### config.mk
export PLATFORM = sky130hd
export DESIGN_NAME = pes_serial_cmp_ctrl
export DESIGN_NICKNAME = d
export VERILOG_FILES = /design/src/rtl/pes_cmp_pkg.sv /design/src/rtl/pes_cmp2_slice.sv /design/src/rtl/pes_serial_cmp_ctrl.sv
export SDC_FILE = /design/constraint.sdc
export NUM_CORES = 1
export LEC_CHECK = 0
export ABC_AREA = 1
export ABC_CLOCK_PERIOD_IN_PS = 4300
export BUFFER_PORTS_ARGS = -buffer_cell sky130_fd_sc_hd__buf_2
export CAP_MARGIN = 20
export CORE_ASPECT_RATIO = 1.1
export CORE_MARGIN = 4
export CORE_UTILIZATION = 57
export DETAILED_ROUTE_END_ITERATION = 16
export PLACE_DENSITY = 0.9
export SLEW_MARGIN = 20
export SYNTH_ARGS = -nofsm -noshare
export SYNTH_HDL_FRONTEND = slang
export SYNTH_SLANG_ARGS = --single-unit
export TNS_END_PERCENT = 50
### constraint.sdc
create_clock -name clk -period 4.3 [get_ports clk]
set_input_delay 0.215 -clock clk [delete_from_list [all_inputs] [get_ports clk]]
set_output_delay 0.215 -clock clk [all_outputs]
set_load 0.01 [all_outputs]
### src/rtl/pes_cmp_pkg.sv
// Shared definitions for the serial magnitude comparator: FSM encoding and
// positions of the one-hot result flags.
package pes_cmp_pkg;

    typedef enum logic [1:0] {
        StIdle = 2'd0,
        StCmp  = 2'd1,
        StDone = 2'd2
    } state_e;

    localparam int unsigned ResLt = 0;
    localparam int unsigned ResEq = 1;
    localparam int unsigned ResGt = 2;
    localparam int unsigned ResW  = 3;

endpackage

### src/rtl/pes_cmp2_slice.sv
// Purely combinational 2-bit unsigned magnitude comparator with one-hot
// less/equal/greater outputs.
module pes_cmp2_slice (
    input  logic [1:0] a,
    input  logic [1:0] b,
    output logic       lt,
    output logic       eq,
    output logic       gt
);

    always_comb begin
        lt = (a < b);
        eq = (a == b);
        gt = (a > b);
    end

endmodule

### src/rtl/pes_serial_cmp_ctrl.sv
// Serial unsigned comparator: walks the captured operands MSB-first, one 2-bit
// slice per cycle through a single shared slice comparator, stopping early.
module pes_serial_cmp_ctrl
    import pes_cmp_pkg::*;
#(
    parameter int unsigned DATA_W = 8,
    localparam int unsigned NSLICE = DATA_W / 2,
    localparam int unsigned CNT_W  = $clog2(NSLICE + 1)
) (
    input  logic              clk,
    input  logic              rst,
    input  logic              in_valid,
    output logic              in_ready,
    input  logic [DATA_W-1:0] a,
    input  logic [DATA_W-1:0] b,
    output logic              out_valid,
    input  logic              out_ready,
    output logic              a_less_b,
    output logic              a_equal_b,
    output logic              a_greater_b,
    output logic [CNT_W-1:0]  slices_used,
    output logic              busy
);

    localparam int unsigned IDX_W = (NSLICE > 1) ? $clog2(NSLICE) : 1;

    state_e              state_q, state_d;
    logic [DATA_W-1:0]   a_q, a_d;
    logic [DATA_W-1:0]   b_q, b_d;
    logic [IDX_W-1:0]    idx_q, idx_d;
    logic [CNT_W-1:0]    cnt_q, cnt_d;
    logic [ResW-1:0]     flags_q, flags_d;

    // Operands viewed as arrays of 2-bit slices so idx can select one directly.
    logic [NSLICE-1:0][1:0] a_sl;
    logic [NSLICE-1:0][1:0] b_sl;
    logic                   s_lt, s_eq, s_gt;

    assign a_sl = a_q;
    assign b_sl = b_q;

    pes_cmp2_slice u_slice (
        .a  (a_sl[idx_q]),
        .b  (b_sl[idx_q]),
        .lt (s_lt),
        .eq (s_eq),
        .gt (s_gt)
    );

    always_comb begin
        state_d   = state_q;
        a_d       = a_q;
        b_d       = b_q;
        idx_d     = idx_q;
        cnt_d     = cnt_q;
        flags_d   = flags_q;
        in_ready  = 1'b0;
        out_valid = 1'b0;
        busy      = 1'b0;

        unique case (state_q)
            StIdle: begin
                in_ready = ~rst;
                if (in_valid && in_ready) begin
                    a_d     = a;
                    b_d     = b;
                    idx_d   = IDX_W'(NSLICE - 1);
                    cnt_d   = '0;
                    flags_d = '0;
                    state_d = StCmp;
                end
            end
            StCmp: begin
                busy  = 1'b1;
                cnt_d = cnt_q + 1'b1;
                if (!s_eq) begin
                    flags_d[ResLt] = s_lt;
                    flags_d[ResGt] = s_gt;
                    state_d        = StDone;
                end else if (idx_q == '0) begin
                    flags_d[ResEq] = 1'b1;
                    state_d        = StDone;
                end else begin
                    idx_d = idx_q - 1'b1;
                end
            end
            StDone: begin
                busy      = 1'b1;
                out_valid = 1'b1;
                if (out_ready) begin
                    state_d = StIdle;
                end
            end
            default: state_d = StIdle;
        endcase
    end

    always_ff @(posedge clk) begin
        if (rst) begin
            state_q <= StIdle;
            a_q     <= '0;
            b_q     <= '0;
            idx_q   <= '0;
            cnt_q   <= '0;
            flags_q <= '0;
        end else begin
            state_q <= state_d;
            a_q     <= a_d;
            b_q     <= b_d;
            idx_q   <= idx_d;
            cnt_q   <= cnt_d;
            flags_q <= flags_d;
        end
    end

    assign a_less_b    = flags_q[ResLt];
    assign a_equal_b   = flags_q[ResEq];
    assign a_greater_b = flags_q[ResGt];
    assign slices_used = cnt_q;

endmodule

==> impl_metrics.json <==
{
  "fp.dieW_um": 53.8,
  "hold-path-cell-count": 3,
  "io_buffers": 28,
  "cts.htree.levels": 1,
  "skew_ns": 0.0158,
  "drc": 0,
  "fmax_ghz": 0.457,
  "overflow": 0,
  "hold_viol": 0,
  "slew_violations": 0,
  "ir_drop_uv": 426,
  "grt_pass1_wl_um": 4840,
  "first_pass_iters": 8,
  "hpwl_um": 2150,
  "antennaDiodeCount": 0,
  "clkTransAtPathRegs_ns": 0.15,
  "synth_edf_count": 0,
  "cts_tree": "done",
  "netlist_top_cells_area": "dfxtp_1 40%, nand3_1 14%, nand2_1 10%",
  "clk_latency_ns": 0.33,
  "antenna_found_initial": 0,
  "start_util_pct": 59.1,
  "wl_per_cell_um": 12.2,
  "setup_ws_ns": 2.11,
  "rr_worst_depth": 9,
  "areaGrowthSynthToFinish_pct": 14.3,
  "hold_ws_ns": 0.0898,
  "grt_pass1_vias": 1119,
  "yosys_warnings": 0,
  "final_util_pct": 67.6,
  "ys.flop_type": "dfxtp_1",
  "syn_avg_cell_area_um2": 7.24,
  "place.gp.congestion": 0.816,
  "numCtsBuffers": 3,
  "yosysTopAreaCell": "dfxtp_1",
  "clock_sinks": 26,
  "worstPathArrival_ns": 2.42,
  "final_cells": 236,
  "placedCellCount": 232,
  "num_vias": 1288,
  "whs_endpoint": "a_q[7]",
  "cts_hold_buf": 0,
  "ys_top_cells_by_count": "38 x nand3_1, 36 x nand2_1, 26 x dfxtp_1",
  "critPathKind": "reg2reg",
  "grt_max_degree": 24,
  "rows": 18,
  "p_total_mw": 0.996,
  "drive_gt1_share_pct": 18.4,
  "setup-violations-final": 0,
  "timing.final.crit_period_ns": 2.19,
  "ys_ff_latch": 26,
  "worstPathMaxFanout": 11,
  "antenna_left": 0,
  "root_buffer": "clkbuf_4",
  "synthDistinctLibCells": 23,
  "tightest_slew_ns": 0.386,
  "maxSlewHeadroom_pct": 74.2,
  "min-delay-start": "a[7]",
  "reg2reg_to": "idx_q[1]",
  "status": "completed",
  "postCtsSetupBuffers": 0,
  "syn_inst": 182,
  "start_kind": "register",
  "finalSetupTns_ns": 0,
  "rrSetupSlack_ns": 2.11,
  "worstPathRequired_ns": 4.53,
  "fp.coreArea_mm2": 0.00223,
  "grt_usage_pct": 20.1,
  "pre_cts_ws_ns": 2.20,
  "async_flop_share_pct": 0,
  "wl_um": 2890,
  "drt_iter0_drc": 59,
  "power.leakage_nw": 0.748,
  "power_density_mw_per_mm2": 661,
  "netlist_area_mm2": 0.00132,
  "cts_buffer_depth": 2,
  "ctsResizeCount": 0,
  "place_area_mm2": 0.00145,
  "final_area_mm2": 0.00151,
  "grt_setup_unrepaired": "no",
  "synth_top_area_share_pct": 39.5,
  "r2r-start": "idx_q[0]",
  "yosysSeqAreaShare_pct": 39.5,
  "dieArea_mm2": 0.00315,
  "synth_nets": 210,
  "cap_violations": 0,
  "viasPerCell": 5.46,
  "post-route-period-util_pct": 50.9,
  "die-height_um": 58.4,
  "yosys.cell_count.top_type": "nand3_1",
  "ioPinCount": 29,
  "end_kind": "register",
  "hold_class": "in2reg",
  "final_net_count": 235
}
## cells by family (layout without fill, tap and decap cells)
group / after synthesis / count (layout) / share of synthesized area [%]
buffers and inverters: 23 / 47 / 7.41
flip-flops: 26 / 26 / 39.5
adder cells (fa/ha/maj): 8 / 8 / 7.60
AND/OR/NAND/NOR: 102 / 102 / 35.7
AO/OA/AOI/OAI: 23 / 23 / 9.78
## worst max path at each step
stage	from	to	slack [ns]	cells after the start
final	idx_q[0]	idx_q[1]	2.11	9
after global routing	idx_q[0]	flags_q[0]	1.85	9
after CTS	idx_q[0]	idx_q[1]	2.16	9
after detailed placement	idx_q[0]	idx_q[1]	2.20	9
after global placement	idx_q[0]	idx_q[1]	2.36	9
after floorplan	idx_q[0]	idx_q[1]	2.53	9
## layout make-up
| cell class | count | area (um2) |
|---|---|---|
| clock inverter | 1 | 30.0 |
| inverter | 15 | 56.3 |
| timing repair buffer | 28 | 140 |
| fill | 192 | 723 |
| tap | 30 | 37.5 |
| sequential | 26 | 520 |
| clock buffer | 3 | 22.5 |
| multi-input combinational | 133 | 699 |
## report_power, final
| group | internal, mW | total [mW] | switching, mW |
|---|---|---|---|
| registers | 0.302 | 0.352 | 0.0505 |
| logic | 0.172 | 0.476 | 0.304 |
| clock network | 0.0944 | 0.168 | 0.0734 |
| total | 0.568 | 0.996 | 0.428 |
## state kept, by name, summed over array words and instances, names as in the netlist
register     cells
b_q              8
a_q              8
state_q          2
flags_q          3
slices_used      3
idx_q            2
## worst max-delay path, stage by stage, from the launching register on
cell and delay (ns):
dfxtp_1 0.55, clkinv_1 0.29, o21ai_0 0.22, o22ai_1 0.11, ha_1 0.32, nand2_1 0.09
o21ai_0 0.28, nand3b_1 0.11, nand2_1 0.07, nor2_1 0.04
## layer usage
layer / up-vias / wire length (um) / global-route usage [%]
met4: 0 / 51 / 6.93
met5: - / 0 / 0
met1: 584 / 1270 / 27.1
met3: 8 / 178 / 3.29
li1: 653 / - / -
met2: 43 / 1390 / 32.0
## layout by cell type (no fill, tap or decap), drive strengths merged
master | synthesis | final
a21boi | 1 | 1
a21oi | 7 | 7
a31oi | 1 | 1
buf | 5 | 28
bufinv | 0 | 1
clkbuf | 3 | 3
clkinv | 1 | 1
dfxtp | 26 | 26
ha | 8 | 8
inv | 14 | 14
nand2 | 39 | 39
nand3 | 39 | 39
nand3b | 1 | 1
nand4 | 1 | 1
nor2 | 22 | 22
o21ai | 10 | 10
o22a | 2 | 2
o22ai | 2 | 2
No activity file was read; power rests on OpenSTA's default activity.
